**config.mk**
```make
export PLATFORM = sky130hd
export DESIGN_NAME = thread_ready_queue
export DESIGN_NICKNAME = d
export VERILOG_FILES = /design/src/rtl/thread_ready_queue.sv
export SDC_FILE = /design/constraint.sdc
export NUM_CORES = 1
export LEC_CHECK = 0
export BUFFER_PORTS_ARGS = -buffer_cell sky130_fd_sc_hd__buf_2
export CORE_MARGIN = 5
export CORE_UTILIZATION = 29
export CTS_BUF_LIST = sky130_fd_sc_hd__clkbuf_2
export CTS_CLUSTER_SIZE = 28
export DETAILED_ROUTE_END_ITERATION = 8
export SETUP_SLACK_MARGIN = 0.3
export SLEW_MARGIN = 20
export SYNTH_ARGS = -nofsm -noshare
export SYNTH_HDL_FRONTEND = slang
export SYNTH_SLANG_ARGS = --single-unit
```
**constraint.sdc**
```tcl
create_clock -name clk -period 5.33 [get_ports clk]
set_clock_uncertainty 0.05 [all_clocks]
set_input_delay 0.2665 -clock clk [delete_from_list [all_inputs] [get_ports clk]]
set_output_delay 0.2665 -clock clk [all_outputs]
set_load 0.05 [all_outputs]
```
**src/rtl/thread_ready_queue.sv**
```systemverilog
// thread_ready_queue: circular FIFO of runnable thread IDs feeding the Scheduler.
// Publishes depth plus the first two queued IDs, pops the head when the
// Scheduler requests exactly that ID, and accepts re-entering threads through
// an enqueue port with overflow and duplicate rejection (sticky error flags).
module thread_ready_queue #(
    parameter int ID_W       = 4,
    parameter int DEPTH      = 2**ID_W - 1,
    parameter int INIT_COUNT = DEPTH
) (
    input  logic            clk,
    input  logic            rst,
    input  logic            enq_valid,
    input  logic [ID_W-1:0] enq_id,
    input  logic            requesting_thread,
    input  logic [ID_W-1:0] requested_thread_id,
    output logic [ID_W-1:0] waiting_thread_count,
    output logic [ID_W-1:0] waiting_next_id,
    output logic [ID_W-1:0] waiting_next_id2,
    output logic            overflow_err,
    output logic            dup_err
);
    localparam logic [ID_W-1:0] LAST_PTR  = ID_W'(DEPTH - 1);
    localparam logic [ID_W-1:0] DEPTH_C   = ID_W'(DEPTH);
    localparam logic [ID_W-1:0] INIT_C    = ID_W'(INIT_COUNT);
    localparam logic [ID_W-1:0] INIT_TAIL = ID_W'(INIT_COUNT % DEPTH);
    localparam int              NUM_IDS   = 2**ID_W;

    logic [ID_W-1:0]    r_mem [DEPTH];
    logic [ID_W-1:0]    r_head;
    logic [ID_W-1:0]    r_tail;
    logic [ID_W-1:0]    r_count;
    logic [NUM_IDS-1:0] r_bitmap;
    logic               r_overflow;
    logic               r_dup;

    logic [ID_W-1:0]    w_head_id;
    logic [ID_W-1:0]    w_head_nxt;
    logic [ID_W-1:0]    w_tail_nxt;
    logic               w_pop;
    logic               w_room;
    logic               w_dup;
    logic               w_accept;

    // Pointer increment wrapping at the last slot (DEPTH need not be a power of 2)
    function automatic logic [ID_W-1:0] wrap_inc(input logic [ID_W-1:0] p);
        return (p == LAST_PTR) ? '0 : p + ID_W'(1);
    endfunction

    // Pop / enqueue decision; an enqueue of the ID being popped is not a duplicate
    always_comb begin
        w_head_id  = r_mem[r_head];
        w_head_nxt = wrap_inc(r_head);
        w_tail_nxt = wrap_inc(r_tail);
        w_pop      = requesting_thread && (r_count != '0) && (requested_thread_id == w_head_id);
        w_room     = (r_count != DEPTH_C) || w_pop;
        w_dup      = r_bitmap[enq_id] && !(w_pop && (enq_id == w_head_id));
        w_accept   = enq_valid && w_room && !w_dup;
    end

    // Pointers, count and sticky error flags; a full queue is reported before a duplicate
    always_ff @(posedge clk) begin
        if (rst) begin
            r_head     <= '0;
            r_tail     <= INIT_TAIL;
            r_count    <= INIT_C;
            r_overflow <= 1'b0;
            r_dup      <= 1'b0;
        end else begin
            if (w_pop)
                r_head <= w_head_nxt;
            if (w_accept)
                r_tail <= w_tail_nxt;
            if (w_pop && !w_accept)
                r_count <= r_count - ID_W'(1);
            else if (w_accept && !w_pop)
                r_count <= r_count + ID_W'(1);
            if (enq_valid && !w_room)
                r_overflow <= 1'b1;
            else if (enq_valid && w_dup)
                r_dup <= 1'b1;
        end
    end

    // Queue storage, preloaded with IDs 0..INIT_COUNT-1 on reset
    always_ff @(posedge clk) begin
        if (rst) begin
            for (int i = 0; i < DEPTH; i++)
                r_mem[i] <= (i < INIT_COUNT) ? ID_W'(i) : '0;
        end else if (w_accept) begin
            r_mem[r_tail] <= enq_id;
        end
    end

    // Occupancy bitmap; the set on enqueue is ordered after the clear on pop so a re-queued ID stays marked
    always_ff @(posedge clk) begin
        if (rst) begin
            for (int i = 0; i < NUM_IDS; i++)
                r_bitmap[i] <= (i < INIT_COUNT);
        end else begin
            if (w_pop)
                r_bitmap[w_head_id] <= 1'b0;
            if (w_accept)
                r_bitmap[enq_id] <= 1'b1;
        end
    end

    // Outputs derived from registered state only
    always_comb begin
        waiting_thread_count = r_count;
        waiting_next_id      = (r_count != '0) ? w_head_id : '0;
        waiting_next_id2     = (r_count > ID_W'(1)) ? r_mem[w_head_nxt] : '0;
        overflow_err         = r_overflow;
        dup_err              = r_dup;
    end

endmodule

```
==> results of run 1 <==
==> synth_stat cells, types with 3 or more instances <==
cell type and instances:
a211oi_1 11, a21o_1 4, a21oi_1 9, a221o_1 15, a31oi_1 5, and2_1 3, and3_1 4, buf_2 4
buf_6 4, clkbuf_1 22, dfxtp_1 34, edfxtp_1 64, ha_1 5, inv_1 10, mux2_2 5, mux2i_1 30
mux4_2 27, nand2_1 56, nand2b_1 7, nand3_1 23, nand4_1 8, nand4b_1 3, nor2_1 55, nor2b_1 15
nor3_1 26, nor3b_1 3, o211ai_1 4, o21ai_0 14, o31ai_1 4, or3_1 3, xnor2_1 3, xor2_1 4
==> layout make-up <==
class	instances	area, µm²
inverter	13	56.3
antenna	1	2.50
fill	1961	13200
timing repair buffer	36	220
clock inverter	7	60.1
sequential	98	2600
multi-input combinational	380	2850
tap	265	332
clock buffer	9	45.0
==> layout by cell type (no fill, tap or decap), types with 3 or more instances in the layout <==
cell type,count
inv_1,10
nor3_1,26
a21o_1,4
nor2b_1,15
inv_6,4
and3_1,4
nand2_1,56
o211ai_1,4
mux2i_1,30
a221o_1,15
nand4_1,8
mux2_2,5
o31ai_1,4
nand4b_1,3
mux4_2,27
nand2b_1,7
buf_4,6
dfxtp_1,34
nor2_1,55
xnor2_1,3
and2_1,3
nor3b_1,3
buf_2,25
xor2_1,4
dlygate4sd3_1,5
or3_1,3
ha_1,5
a31oi_1,4
a211oi_1,11
a21oi_1,9
nand3_1,23
o21ai_0,14
clkbuf_2,9
edfxtp_1,64
==> power by group through the flow <==
stage | clock network, µW | logic, µW | registers (µW)
6_report | 349 | 224 | 838
2_1_floorplan | 0 | 158 | 855
3_3_place_gp | 0 | 218 | 852
5_1_grt | 384 | 240 | 840
4_1_cts | 354 | 224 | 837
3_5_place_dp | 0 | 220 | 853
==> logic make-up (layout without fill, tap and decap cells) <==
group / after synthesis / count (layout) / share of synthesized area
buffers and inverters: 48 / 65 / 0.0445
muxes: 64 / 64 / 0.176
DFF: 98 / 98 / 0.456
and+or+nand+nor: 221 / 221 / 0.195
xor gates and xnor gates: 7 / 7 / 0.0108
other: 0 / 1 / 0
adders and majority gates: 5 / 5 / 0.0110
AOI/OAI and AO/OA: 83 / 83 / 0.107
==> per-layer routing <==
| metal | part of all wire | vias up | global-route usage |
|---|---|---|---|
| met5 | 0 | - | 0 |
| met4 | 0.036 | 0 | 0.0654 |
| met3 | 0.062 | 33 | 0.0271 |
| met2 | 0.48 | 189 | 0.230 |
| met1 | 0.42 | 2161 | 0.183 |
| li1 | - | 2025 | - |
==> tightest hold or removal path, delay by kind of cell <==
family	cells	cell delay (ns)
compound gates	1	0.08
xor+xnor	1	0.10
buf+inv	1	0.10
simple gates	2	0.23
==> per-stage QoR <==
| stage | instance area [µm²] | worst slack, ns | hold slack, ns | util | std cells |
|---|---|---|---|---|---|
| after floorplan | 5700 | 1.31 | 0.315 | - | 526 |
| final | 6170 | 0.867 | 0.112 | 0.318 | 809 |
| after detailed placement | 6010 | 0.931 | 0.427 | 0.310 | 787 |
| after CTS | 6170 | 0.907 | 0.0600 | 0.318 | 808 |
| after global routing | 6170 | 0.678 | 0.120 | 0.318 | 809 |
| after global placement | 6010 | 1.02 | 0.416 | 0.310 | 787 |
==> final timing paths <==
path                                from                      end  slack, ns  cells after the start
hold reg to reg              r_bitmap[1]              r_bitmap[1]       0.49                      1
setup / recovery                    flop  waiting_thread_count[3]       0.87                     12
setup reg to reg                    flop  waiting_thread_count[3]       0.87                     12
hold / removal    requested_thread_id[3]             overflow_err       0.11                      5
==> state kept, by name (all words and copies together) (netlist names), named ones only <==
signal	flops
r_mem	64
r_bitmap	16
r_head	4
r_tail	4
waiting_thread_count	4
dup_err	1
overflow_err	1
==> results_dict.tcl, run 1 <==
set metrics [dict create \
    crit_top_cell "xnor2_1" \
    die_h_um 150 \
    htree_levels 3 \
    synthTopCellsByArea "edfxtp_1 (34%), dfxtp_1 (12%), mux4_2 (11%), mux2i_1 (5.3%), nand2_1 (3.7%)" \
    max_freq_mhz 224 \
    avgViaCountPerCell 5.45 \
    tightest_slew_ns 0.910 \
    power.switching_uw 442 \
    drt-total-wl_um 15800 \
    io_buffers 25 \
    period_needed_ns 4.46 \
    cpMaxStageDelayCell "dfxtp_1" \
    numCtsBuffers 9 \
    root_buffer "clkbuf_2" \
    drive_gt1_frac 0.173 \
    cap_violations 0 \
    tns_ns 0 \
    p_comb_frac 0.159 \
    grt-ovfl-total 0 \
    crit_required_ns 5.80 \
    endpoint_kind "flop" \
    syn2layout_area_growth_pct 8.21 \
    p_clk_frac 0.248 \
    synth_flop_cell "edfxtp_1" \
    synth_top_area_cell "edfxtp_1" \
    vias 4408 \
    drc 0 \
    async_reset_ff_frac 0 \
    yosys_warnings 0 \
    synth_edf_count 64 \
    post_cts.repair.setup_buffers 0 \
    crit_buf_inv 2 \
    clkSinkCount 98 \
    grt_pass1_vias 4146 \
    seq_area_frac_synth 0.456 \
    cts.repair.resized 0 \
    setup_viol 0 \
    grt_pass1_wl_um 24200 \
    die_width_um 150 \
    fin_crit_sh 0.837 \
    start_kind "flop" \
    layout.nets 555 \
    drtIter0Drc 518 \
    die_area_um2 22600 \
    initial_core_util 0.294 \
    finalPower_uw 1410 \
    sw_frac_of_total 0.313 \
    vdd.ir_drop.worst_mv 0.0938 \
    p_seq_frac 0.594 \
    grt_max_degree 43 \
    power_density_nw_per_um2 229 \
    grt_antenna_before_repair 1 \
    p_int_uw 969 \
    synth_area_um2 5700 \
    drv_slew 0 \
    ios 26 \
    worst_ep_arrival_time_ns 4.94 \
    core_um2 19400 \
    detail_route.wl_per_cell_um 19.5 \
    synthCells 526 \
    synth_nets 543 \
    drtAntennaViolNets 0 \
    holdBufCountCts 5 \
    clk_pin_slew_ns 0.29 \
    place_congestion 0.908 \
    leakage_uw 0.00190 \
    yosysUniqueCellTypes 66 \
    dp_hpwl_um 12000 \
    rows 51 \
    synth_top_area_frac 0.337 \
    crit_fanout 25 \
    worstSkewPairLatency_ns 0.62 \
    cp_slowest_stage_delay_ns 0.99 \
    ys_ff_latch 98 \
    grt_util_all_layers 0.141 \
    slew_headroom 0.393 \
    status "finished clean" \
    cp_top_family "multiplexers" \
    min_path_type "input pin to flop" \
    path_cells "mux4_2 -> mux2i_4 -> xnor2_1 -> nand4b_4 -> inv_4 -> a41o_1 -> inv_6 -> ha_1 -> or4b_2 -> a21oi_1 -> xnor2_1 -> nand2_1" \
    drt-pass1-iter-count 5 \
    synth_area_per_cell_um2 10.8 \
    cts_max_path_buffers 2 \
    path_class "flop to flop" \
    cts_tree "done" \
    rsz0062_at_grt "false" \
    finalHoldViolations 0 \
]
Note: power is estimated with default switching activity, not from simulation.
==> run 2: changes to the inputs <==
- ABC_AREA: not set -> 1
- clock period: 5.33 -> 3.8 ns (I/O delays scaled with it)
==> run 2 against run 1 <==
  * Flip-flop and latch count unchanged
  * Critical path depth is 2 lower
  * Sequential share of layout area decreased by 1.4 points
  * Final area grew 3.4%
  * Core utilization grew 0.76 points
  * Critical path type is now flop to output port
==> results_dict.tcl, run 2 <==
set metrics [dict create \
    status "finished clean" \
    clk_pin_slew_ns 0.23 \
    async_reset_ff_frac 0 \
    setup_ws_ns 0.547 \
    crit_buf_inv 4 \
    grt_util_all_layers 0.147 \
    avgViaCountPerCell 4.95 \
    final_common_cell "nand2_1" \
    slew_headroom 0.378 \
    synthTopCellsByArea "edfxtp_1 (33%), dfxtp_1 (12%), nand2_1 (12%), nand3_1 (7.5%), nor2_1 (7.1%)" \
    core_um2 19600 \
    drv_slew 0 \
    synth-compound-area-share 0.143 \
    synth_area_um2 5810 \
    vdd.ir_drop.worst_mv 0.350 \
    synth_top_area_frac 0.331 \
    cts_max_path_buffers 2 \
    ios 26 \
    path_cells "inv_1 -> nand3_1 -> o21ai_1 -> buf_4 -> clkinvlp_4 -> o21ai_0 -> a21oi_1 -> o311ai_0 -> o311a_1 -> buf_2" \
    cp_slowest_stage_delay_ns 0.45 \
    cpMaxStageDelayCell "o311ai_0" \
    post_cts.repair.setup_buffers 0 \
    cap_violations 0 \
    reg2reg_slack_ns 0.61 \
    nFillCells 2124 \
    synth_most_common_cell "nand2_1" \
    drt-total-wl_um 16500 \
    p_seq_frac 0.380 \
    seq_area_frac_synth 0.448 \
    period_needed_ns 3.25 \
    tns_ns 0 \
    synth_top_family_by_area "simple AND/OR/NAND/NOR gates" \
    drtIter0Drc 533 \
    min_path_type "input pin to flop" \
    sw_frac_of_total 0.488 \
    worst_ep_arrival_time_ns 3.01 \
    rsz0062_at_grt "false" \
    grt-ovfl-total 0 \
    rows 51 \
    power_density_nw_per_um2 537 \
    cts_tree "done" \
    synthAdderAreaFrac 0.0108 \
    synth_xor_area_frac 0.00151 \
    numCtsBuffers 9 \
    synthSimpleGateAreaFrac 0.296 \
    grt_pass1_vias 4917 \
    p_comb_frac 0.481 \
    final_cell_mix "nand2_1 (181), nor2_1 (110), inv_1 (87), nand3_1 (87), edfxtp_1 (64)" \
    synth_area_per_cell_um2 7.37 \
    fin_area_um2 6380 \
    die_width_um 152 \
    setup_viol 0 \
    finalHoldViolations 0 \
    worstSkewPairLatency_ns 0.63 \
    synthTopCellsByCount "nand2_1 (181), nor2_1 (110), inv_1 (88)" \
    synth_edf_count 64 \
    root_buffer "clkbuf_2" \
    clkSinkCount 98 \
    io_buffers 25 \
    htree_levels 3 \
    p_clk_frac 0.138 \
    synthMuxAreaShare 0 \
    synth_top_area_cell "edfxtp_1" \
    detail_route.wl_per_cell_um 15.2 \
    place_congestion 0.927 \
    syn2layout_area_growth_pct 9.73 \
    vias 5357 \
    endpoint_kind "output port" \
    layout.nets 828 \
    synth_flop_cell "edfxtp_1" \
    leakage_uw 0.00258 \
    dp_slack_ns 0.478 \
    max_freq_mhz 307 \
    initial_core_util 0.297 \
    crit_required_ns 3.56 \
    post_dp_cell_area_um2 6200 \
    die_h_um 152 \
    dp_hpwl_um 12000 \
    p_int_uw 1750 \
    drt-pass1-iter-count 6 \
    ys_ff_latch 98 \
    largestRegisters "r_mem x64, r_bitmap x16" \
    die_area_um2 23000 \
    yosysUniqueCellTypes 40 \
    grt_antenna_before_repair 1 \
    cp_top_family "compound AO/OA/AOI/OAI gates" \
    regMostFlops "r_mem" \
    largest_reg_flops 64 \
    path_class "flop to output port" \
    crit_fanout 18 \
    synthCells 789 \
    tightest_slew_ns 0.923 \
    drtAntennaViolNets 0 \
    drive_gt1_frac 0.0919 \
    drc 0 \
    start_kind "flop" \
    fin_crit_sh 0.856 \
    synth_nets 806 \
    grt_max_degree 52 \
    power.switching_uw 1670 \
    grt_pass1_wl_um 26300 \
    yosys_warnings 0 \
]
run 2: cell count changes after synthesis, moves of 15 or more:
| cell | change |
|---|---|
| nor3_1 | -24 |
| nor2b_1 | -15 |
| mux4_2 | -27 |
| nand3_1 | +64 |
| a221o_1 | -15 |
| a21oi_1 | +35 |
| nand2_1 | +125 |
| mux2i_1 | -30 |
| nor2_1 | +55 |
| o21ai_0 | +34 |
| inv_1 | +78 |
run 2: metrics by stage:
stage | instances | util | total power (µW) | hold WS (ns)
after global placement | 1058 | 0.316 | 2930 | 0.390
after floorplan | 789 | - | 2540 | 0.239
after CTS | 1081 | 0.325 | 3420 | 0.186
after global routing | 1082 | 0.326 | 3660 | 0.106
final | 1082 | 0.326 | 3420 | 0.166
after detailed placement | 1058 | 0.316 | 2930 | 0.402
run 2: cell families (layout without fill, tap and decap cells):
family,after synthesis,count (layout)
AND/OR/NAND/NOR,408,408
AO/OA/AOI/OAI,142,142
buffers and inverters,135,162
flip-flops,98,98
adder cells (fa/ha/maj),5,5
XOR/XNOR,1,1
other,0,1
run 2: worst paths after layout:
check | from | end | cells past startpoint
worst max-delay path | r_head[0] | waiting_next_id2[1] | 10
worst min-delay path | requested_thread_id[3] | r_head[3] | 6
worst max register to register | flop | r_mem[0][1] | 15
worst min register to register | r_bitmap[15] | r_bitmap[15] | 2
run 2: what timing repair did:
item                                    4_1_cts  5_1_grt
endpoints found under the hold margin        29        0
resized for setup                             0        4
hold buffers                                  7        0
endpoints found under the setup margin        0       32
run 2: tightest hold or removal path: stages:
cell and delay [ns]:
buf_2 0.09, nand3_1 0.07, nand2_1 0.06, nor2_1 0.06, nand3_4 0.18, a21oi_1 0.11
run 2: area by class of cell:
| cell class | count | area [µm²] | area share |
|---|---|---|---|
| Antenna cell | 1 | 2.50 | 0.000392 |
| Clock buffer | 9 | 45.0 | 0.00706 |
| Clock inverter | 7 | 50.0 | 0.00785 |
| Inverter | 95 | 364 | 0.0571 |
| Multi-Input combinational cell | 556 | 2630 | 0.413 |
| Sequential cell | 98 | 2600 | 0.408 |
| Tap cell | 265 | 332 | 0.0520 |
| Timing Repair Buffer | 51 | 350 | 0.0549 |
run 2: power groups by stage:
stage / clock (µW) / combinational, µW / sequential, µW
after floorplan: 0 / 1130 / 1410
after global placement: 0 / 1610 / 1320
after detailed placement: 0 / 1610 / 1320
after CTS: 490 / 1630 / 1300
after global routing: 535 / 1810 / 1320
final: 474 / 1650 / 1300
run 2: routing by layer:
metal	up-vias	GRT usage	wire length, µm
li1	2672	-	-
met1	2467	0.212	7650
met2	202	0.223	7350
met3	16	0.0354	1240
met4	0	0.0368	230
met5	-	0	0
==> run 3: changes to the inputs <==
- CORE_UTILIZATION: 29 -> 58
- PLACE_DENSITY: not set -> 0.79
==> run 3 against run 2 <==
  * Maximum frequency fell by 3.2%
  * Non-clock buffer count rose by 4
  * Sequential share of layout area is 1.0 points higher
  * Final area fell by 2.5%
  * Total power fell by 1.1%
  * First-iteration DRC count increased by 9.9%
  * Flip-flop and latch count unchanged
  * Hold slack improved by 0.14 ns
  * Wire length up 2.1%
  * Die area decreased by 47%
  * Cell count is 12% lower
==> results_dict.tcl, run 3 (synthesized netlist as in run 2, its figures left out) <==
set metrics [dict create \
    avgViaCountPerCell 5.90 \
    place_congestion 1.01 \
    drt-total-wl_um 16800 \
    drt-pass1-iter-count 6 \
    crit_required_ns 4.06 \
    power_density_nw_per_um2 544 \
    worstSkewPairLatency_ns 0.57 \
    hold_depth 6 \
    post-place-cells 927 \
    slew_headroom 0.463 \
    cts_tree "done" \
    r2r-end "r_mem[0][3]" \
    root_buffer "clkbuf_2" \
    rsz0062_at_grt "true" \
    drive_gt1_frac 0.0974 \
    vias 5625 \
    cp_slowest_stage_delay_ns 0.39 \
    min_path_type "input pin to flop" \
    tightest_slew_ns 0.798 \
    drc 0 \
    clkSinkCount 98 \
    clk_pin_slew_ns 0.26 \
    crit_fanout 23 \
    tns_ns 0 \
    hold_start "requested_thread_id[1]" \
    largest_reg_flops 64 \
    path_cells "inv_2 -> nor2_1 -> nand2_1 -> nand3_1 -> nand3_1 -> nand2_2 -> nand2_1 -> nand2_1 -> nor2_1 -> nand3_2 -> buf_4 -> a21oi_4 -> buf_4 -> nand4_1 -> nand2_1" \
    fin_area_um2 6220 \
    status "finished clean" \
    whs_ns 0.308 \
    layout.nets 833 \
    finalHoldViolations 0 \
    core_um2 9770 \
    endpoint_kind "flop" \
    detail_route.wl_per_cell_um 17.6 \
    stdcell_count 954 \
    diodes 0 \
    grt_max_degree 34 \
    grt_util_all_layers 0.286 \
    drtAntennaViolNets 0 \
    period_needed_ns 3.36 \
    die_h_um 110 \
    drv_slew 0 \
    dp_hpwl_um 12200 \
    fin_crit_sh 0.884 \
    post_dp_cell_area_um2 6030 \
    crit_top_cell "nand2_1" \
    io_buffers 25 \
    reg2reg_slack_ns 0.44 \
    rr_worst_depth 15 \
    syn2layout_area_growth_pct 7.00 \
    rows 36 \
    die_area_um2 12100 \
    htree_levels 3 \
    final_common_cell "nand2_1" \
    start_kind "flop" \
    finalPower_uw 3390 \
    grt_pass1_vias 5005 \
    cts_max_path_buffers 2 \
    die_width_um 110 \
    regMostFlops "r_mem" \
    nFillCells 938 \
    leakage_uw 0.00259 \
    max_freq_mhz 298 \
    largestRegisters "r_mem x64, r_bitmap x16" \
    numCtsBuffers 9 \
    vdd.ir_drop.worst_mv 0.468 \
    grt_antenna_before_repair 0 \
    initial_core_util 0.595 \
    grt-ovfl-total 0 \
    ios 26 \
    drtIter0Drc 586 \
    cpMaxStageDelayCell "dfxtp_1" \
    grt_pass1_wl_um 26500 \
    worst_ep_arrival_time_ns 3.62 \
    cap_violations 0 \
    final_cell_mix "nand2_1 (180), nor2_1 (110), inv_1 (87), nand3_1 (87), edfxtp_1 (64)" \
    setup_viol 0 \
    path_class "flop to flop" \
]
[run 3: cell types whose count changed in the layout (fill, tap and decap cells not counted), sizes merged]
cell	delta
buf	+4
inv	-4
clkinv	+3
clkbuf	+1
diode	-1
o21bai	+1
[run 3: report_power, final]
part / switching, µW / leakage (µW) / internal [µW]
Sequential: 80.1 / 0.000833 / 1220
Combinational: 1210 / 0.00170 / 442
Clock: 348 / 0.0000633 / 85.2
[run 3: area by class of cell]
| type | instances | area (µm²) | area share |
|---|---|---|---|
| multi-input cells | 557 | 2640 | 0.424 |
| flip-flops and latches | 98 | 2600 | 0.418 |
| repair buffers | 55 | 368 | 0.0591 |
| clock buffers | 10 | 50.0 | 0.00805 |
| well taps | 133 | 166 | 0.0268 |
| clock inverters | 6 | 32.5 | 0.00523 |
| inverters | 95 | 362 | 0.0581 |
[run 3: worst max-delay path, delay by kind of cell, from the launching register on]
kind / cells / cell delay [ns]
compound gates: 1 / 0.15
buf+inv: 3 / 0.86
flops: 1 / 0.39
simple gates: 11 / 1.63
[run 3: through the flow]
| stage | util | setup WS [ns] |
|---|---|---|
| after global routing | 0.636 | 0.258 |
| after floorplan | - | 0.765 |
| final | 0.636 | 0.441 |
| after CTS | 0.632 | 0.334 |
| after global placement | 0.617 | 0.536 |
| after detailed placement | 0.617 | 0.489 |
[run 3: worst max path at each step]
| stage | to | depth (start not counted) |
|---|---|---|
| finish | r_mem[0][3] | 15 |
| detailed placement | r_mem[3][1] | 16 |
| global route | waiting_next_id2[1] | 10 |
| CTS | waiting_next_id2[1] | 10 |
| floorplan | waiting_thread_count[2] | 16 |
| global placement | r_mem[14][2] | 16 |
[run 3: what timing repair did]
action                     in CTS  in global routing
pin swaps                       0                  1
hold buffers                    7                  0
setup buffers                   0                  3
hold endpoints to repair       20                  0
gates cloned                    0                  1
resized for setup               1                  1
setup endpoints to repair       2                 31
[run 3: layer usage]
metal | GRT usage | share of wire | up-vias | wire length [µm]
met5 | 0 | 0 | - | 0
met4 | 0.0748 | 0.017 | 0 | 285
met3 | 0.0489 | 0.094 | 30 | 1580
met2 | 0.457 | 0.47 | 296 | 7880
met1 | 0.406 | 0.42 | 2620 | 7070
li1 | - | - | 2679 | -
